<file path="src/rtl/mux8x1_serializer.sv">
// mux8x1_serializer: captures one WIDTH-bit word over a valid/ready handshake,
// then walks a select index across it and emits one bit per accepted beat.
// Optional feature macro: PARITY_EN appends an even-parity beat after the data
// beats and moves ser_last onto that beat.
module mux8x1_serializer #(
  parameter int WIDTH     = 8,
  parameter int SEL_W     = 3,
  parameter bit MSB_FIRST = 1'b0
) (
  input  logic             clk,
  input  logic             rst,
  input  logic [WIDTH-1:0] in,
  input  logic             in_valid,
  output logic             in_ready,
  input  logic             ser_ready,
  output logic             ser_out,
  output logic             ser_valid,
  output logic             ser_last,
  output logic [SEL_W-1:0] sel,
  output logic             busy
);

  typedef enum logic [1:0] {IDLE, SHIFT, PAR} state_t;

  // First and final select index of a word, depending on bit order.
  localparam logic [SEL_W-1:0] SEL_START = MSB_FIRST ? SEL_W'(WIDTH-1) : '0;
  localparam logic [SEL_W-1:0] SEL_END   = MSB_FIRST ? '0 : SEL_W'(WIDTH-1);

  state_t           state;
  logic [WIDTH-1:0] word_q;
  logic             at_end;

  assign at_end = (sel == SEL_END);

`ifdef PARITY_EN
  logic parity_q;

  // Sequencer: capture in IDLE, step sel on each accepted beat, parity beat last.
  always_ff @(posedge clk or posedge rst) begin
    if (rst) begin
      state    <= IDLE;
      word_q   <= '0;
      sel      <= '0;
      parity_q <= 1'b0;
    end else begin
      case (state)
        IDLE: if (in_valid) begin
          word_q   <= in;
          sel      <= SEL_START;
          parity_q <= 1'b0;
          state    <= SHIFT;
        end
        SHIFT: if (ser_ready) begin
          parity_q <= parity_q ^ word_q[sel];
          if (at_end) state <= PAR;
          else        sel   <= MSB_FIRST ? sel - SEL_W'(1) : sel + SEL_W'(1);
        end
        PAR: if (ser_ready) state <= IDLE;
        default: state <= IDLE;
      endcase
    end
  end

  // Output decode from registered state; everything holds while ser_ready is low.
  always_comb begin
    ser_out  = 1'b0;
    ser_last = 1'b0;
    case (state)
      SHIFT: ser_out = word_q[sel];
      PAR: begin
        ser_out  = parity_q;
        ser_last = 1'b1;
      end
      default: ;
    endcase
  end
`else
  // Sequencer: capture in IDLE, step sel on each accepted beat, back to IDLE at the end.
  always_ff @(posedge clk or posedge rst) begin
    if (rst) begin
      state  <= IDLE;
      word_q <= '0;
      sel    <= '0;
    end else begin
      case (state)
        IDLE: if (in_valid) begin
          word_q <= in;
          sel    <= SEL_START;
          state  <= SHIFT;
        end
        SHIFT: if (ser_ready) begin
          if (at_end) state <= IDLE;
          else        sel   <= MSB_FIRST ? sel - SEL_W'(1) : sel + SEL_W'(1);
        end
        default: state <= IDLE;
      endcase
    end
  end

  // Output decode from registered state; the end-index beat carries ser_last.
  always_comb begin
    ser_out  = 1'b0;
    ser_last = 1'b0;
    if (state == SHIFT) begin
      ser_out  = word_q[sel];
      ser_last = at_end;
    end
  end
`endif

  assign in_ready  = (state == IDLE);
  assign ser_valid = (state != IDLE);
  assign busy      = (state != IDLE);

endmodule

</file>
<file path="config.mk">
export PLATFORM = sky130hd
export DESIGN_NAME = mux8x1_serializer
export DESIGN_NICKNAME = d
export VERILOG_FILES = /design/src/rtl/mux8x1_serializer.sv
export SDC_FILE = /design/constraint.sdc
export NUM_CORES = 1
export LEC_CHECK = 0
export BUFFER_PORTS_ARGS = -buffer_cell sky130_fd_sc_hd__buf_2
export CAP_MARGIN = 0
export CORE_MARGIN = 1
export CORE_UTILIZATION = 45
export CTS_BUF_LIST = sky130_fd_sc_hd__clkbuf_8
export DETAILED_ROUTE_END_ITERATION = 8
export GPL_ROUTABILITY_DRIVEN = 0
export PLACE_DENSITY = 0.73
export SYNTH_ARGS = -nofsm -noshare
export SYNTH_HDL_FRONTEND = slang
export SYNTH_SLANG_ARGS = --single-unit
export TNS_END_PERCENT = 1
</file>
<file path="constraint.sdc">
create_clock -name clk -period 2.6 [get_ports clk]
set_clock_uncertainty 0.1 [all_clocks]
set_input_delay 0 -clock clk [delete_from_list [all_inputs] [get_ports clk]]
set_output_delay 0 -clock clk [all_outputs]
set_load 0.01 [all_outputs]
</file>
## Word level (Yosys, flattened, before mapping)

Index checks and enable logic that the tools add are counted.
Widths: inputs -> output; s select.

| cells by class | value |
|---|---|
| add/subtract/negate cells | 1 |
| equality and inequality tests | 6 |
| reduce and logical (&&, ||, !) cells | 6 |
| order comparisons | 1 |
| multiplexer cells | 12 |

Operators with widths:

| operator | number |
|---|---|
| $mux 3 | 3 |
| $ne 2x2->1 const B | 4 |
| $mux 2 | 3 |
| $pmux 3 s2 | 1 |
| $lt 3x4->1 const B | 1 |
| $pmux 2 s2 | 1 |
| $reduce_and 4->1 | 1 |
| $reduce_bool 2->1 | 2 |
| $add 3x1->3 const B | 1 |
| $bmux 1 s3 | 1 |
| $eq 3x3->1 const B | 1 |
| $mux 1 | 3 |
| $reduce_and 3->1 | 1 |
| $eq 2x1->1 const B | 1 |
| $logic_not 2->1 | 1 |
| $reduce_and 2->1 | 1 |

| storage, ports and cells | value |
|---|---|
| bits in registers | 13 |
| input bits | 12 |
| output and inout port bits | 8 |

## Depth between registers and ports, before layout

| logic depth | value |
|---|---|
| depth after elaboration | 4 |
| gate-level depth with buffers | 5 |

## Worst setup path before layout

No wires, ideal clock.

| path | value |
|---|---|
| path kind | register to register |
| from | register sel[1] |
| to | register sel[0] |
| data arrival time | 1.330 ns |
| setup time | 0.118 ns |
| buffers on the path | 0 |
| path slack | 1.052 ns |
| data required time | 2.382 ns |
| stages on the path, launching flop included | 6 |
| path through | dfrtp_1 ha_1 ha_1 nand2b_1 xnor2_1 a21o_1 |

| between the ends | value |
|---|---|
| word-level cells in the longest chain between the ends | 3 |

RTL lines:

| element | RTL line | RTL |
|---|---|---|
| from (decl) | 19 | `output logic [SEL_W-1:0] sel,` |
| from (signal assigned) | 93 | `else sel <= MSB_FIRST ? sel - SEL_W'(1) : sel + SEL_W'(1);` |
| $eq 3x3->1 | 33 | `assign at_end = (sel == SEL_END);` |
| $ne 2x2->1 (no line) | -- |  |
| $reduce_and 4->1 (no line) | -- |  |

No other way between the ends.
A chain may end at the register's enable or synchronous reset.

## Worst setup path after layout

| path | value |
|---|---|
| from | register sel[1] |
| to | register state[0] |

| between the ends | value |
|---|---|
| word-level cells in the longest chain between the ends | 3 |

RTL lines:

| element | RTL line | RTL |
|---|---|---|
| $eq 3x3->1 | 33 |  |
| $ne 2x2->1 (no line) | -- |  |
| $reduce_and 3->1 (no line) | -- |  |
| to (signal assigned) | 81 | `state <= IDLE;` |
| to (signal assigned) | 89 | `state <= SHIFT;` |
| to (signal assigned) | 92 | `if (at_end) state <= IDLE;` |
| to (decl) | 29 | `state_t state;` |

No other way between the ends.

==> metrics.yaml <==
worst_setup_path:
  r2r_setup_slack_ns: 0.78
  criticalPathCategory: "flop to flop"
  cp_common_cell: "ha_1"
  startpoint_type: "flop"
  worstPathRequired_ns: 2.67
  worst_setup_path_end_kind: "flop"
  crit_family: "buffers and inverters"
  critical_path.max_stage_delay_ns: 0.55
  arrival_ns: 1.89
  cp_slowest_cell: "dlygate4sd3_1"
  path_cells: "ha_1, ha_1, and2_1, a21oi_1, dlygate4sd3_1"
  critPathBufInv: 1
  crit_path_max_fanout: 7
place:
  port_buffers: 19
  dp_hpwl_microns: 761.7
  placedInstanceArea_sq_um: 693.2
  dpl_worst_slack_ns: 0.9464
clock_tree:
  cts_tree: "built"
  clock-sinks: 12
  clk_path_buf_depth: 2
  path_clk_slew_ns: 0.05
  clk_latency_ns: 0.23
  htreeDepth: 1
  ctsResizeCount: 0
  root_buffer: "clkbuf_8"
  cts_made_buffers: 3
synth:
  synth-seq-area-share_pct: 50.63
  netlist_instances: 47
  ys_ff_latch: 12
  syn_nets: 61
  yosys_warnings: 0
  syn_avg_cell_area_sq_um: 12.62
  ys_types: 20
  synthesis.area_sq_um: 593.1
floorplan:
  die_w_microns: 38.31
  row_count: 12
  die-area_sq_um: 1467
  die_y_microns: 38.31
  initial_core_util_pct: 50.64
  io_pins: 20
  core_area_sq_um: 1171
cells_and_area:
  syn_to_final_growth_pct: 46.41
  design_area_sq_um: 868.3
  diodes: 0
  final_layout_size_suffix_gt1_share_pct: 40.00
  multiInputGateArea_sq_um: 269.0
  final_nets: 95
  final_core_util_pct: 74.15
  fillers: 83
  seqCellArea_sq_um: 300.3
power_and_ir_drop:
  ir_drop_mv: 0.5928
  powerDensity_nw_per_um2: 1061
  p_leak_uw: 0.0004246
grt:
  grt_use_total_pct: 18.88
  antenna_found_initial: 0
  grt_overflow_total: 0
  grt_pass1_vias: 433
  grt_max_degree: 13
  grt_pass1_wl_mm: 1.766
outcome:
  status: "completed"
timing:
  grt_setup_unrepaired: "no"
  min_period_over_period_pct: 70.02
  fmax_ghz: 0.5493
  slew_viol_final: 0
  period_minus_slack_ns: 1.821
  finalSetupViolCount: 0
  tightest_slew_ns: 0.6692
  fin_ws_ns: 0.7794
  holdWs_ns: 0.2035
  hold_violations: 0
  slew_headroom_pct: 55.30
  finalSetupTns_ns: 0
route:
  remaining_drc_errors: 0
  viasPerCell: 4.894
  wirelength_mm: 1.067
  wl_per_cell_microns: 11.35
  drtIter0Drc: 5
  drtPass1Iterations: 2
  vias: 460
  drtAntennaViolNets: 0
worst_hold_path:
  hold_path_class: "primary input to async pin"
run:
  max_cap_viol_count: 0
## worst reg2reg max path, stage by stage, from the launching register on
cell and delay [ns]:
dfrtp_1 0.45, ha_1 0.22, ha_1 0.18, and2_1 0.14
a21oi_1 0.12, dlygate4sd3_1 0.55
## state kept, by name, summed over array words and instances (netlist names)
| signal | cells |
|---|---|
| sel | 3 |
| state | 1 |
| word_q | 8 |
## Yosys cell counts
cell      number  area (sq um)
a21o_1         1         7.510
a21oi_1        1         5.000
a311oi_1       1         8.760
and2_1         1         6.260
buf_2          1         5.000
buf_4          1         7.510
dfrtp_1       12         300.3
ha_1           2         25.02
inv_1          3         11.26
mux2_2         9         101.4
mux2i_1        3         30.03
mux4_1         1         26.28
nand2_1        2         7.510
nand2b_1       1         6.260
nor2_1         2         7.510
nor2b_1        1         6.260
nor3_1         1         5.000
o21ai_0        2         10.01
o31ai_1        1         7.510
xnor2_1        1         8.760
## metal layers
layer	GRT usage (%)	wire length, microns	vias to the layer above
met5	0	0	-
met4	10.71	13	0
met3	6.977	48	2
met2	29.24	491	14
met1	22.31	513	214
li1	-	-	230
## worst paths after layout
kind                                        from  cells after the start                     to
setup / recovery              sel[1]$_DFFE_PP0P_                      5   state[0]$_DFFE_PP0P_
hold / removal                               rst                      3  word_q[0]$_DFFE_PP0P_
setup reg to reg              sel[1]$_DFFE_PP0P_                      5   state[0]$_DFFE_PP0P_
hold reg to reg            word_q[1]$_DFFE_PP0P_                      1  word_q[1]$_DFFE_PP0P_
max in group asynchronous                    rst                      3  word_q[1]$_DFFE_PP0P_
min in group clk           word_q[1]$_DFFE_PP0P_                      1  word_q[1]$_DFFE_PP0P_
## area by class of cell
cell class	count	share of cell area, %
timing repair buffer	31	24.78
clock buffer	4	6.340
multi-input combinational	30	30.98
tap	14	2.017
inverter	3	1.297
sequential	12	34.58
## kinds of logic after synthesis
kind of cell | count (synthesis) | share of synthesized area [%]
compound gates | 6 | 6.541
xor+xnor | 1 | 1.477
fa+ha+maj | 2 | 4.219
buf+inv | 5 | 4.008
flops | 12 | 50.63
mux | 13 | 26.58
simple gates | 8 | 6.542
## metrics by stage
stage | power (uW) | cells
final | 921.2 | 94
after detailed placement | 719.2 | 78
after CTS | 935.4 | 94
after global placement | 705.6 | 78
after floorplan | 607.5 | 47
after global routing | 1006 | 94
## power breakdown
part | internal (uW) | switching [uW] | leakage, uW
Sequential | 278 | 79.2 | 0.000143
Clock | 133 | 62.9 | 0.0000288
Combinational | 219 | 149 | 0.000253
Total | 630 | 291 | 0.000425
## repair_timing
item,CTS,global route
hold endpoints to repair,22,0
setup buffers,0,0
hold buffers,12,0
## placed cells by master (no fill, tap or decap)
cell,n
nor3_1,1
dfrtp_1,12
ha_1,2
xnor2_1,1
nand2_1,2
a21oi_1,1
o21ai_0,2
nor2_1,2
mux4_1,1
dlygate4sd3_1,12
a311oi_1,1
a21o_1,1
nor2b_1,1
mux2i_1,3
clkbuf_8,4
nand2b_1,1
and2_1,1
buf_2,19
inv_1,3
o31ai_1,1
mux2_2,9
Power figures use the tool's default switching activity.
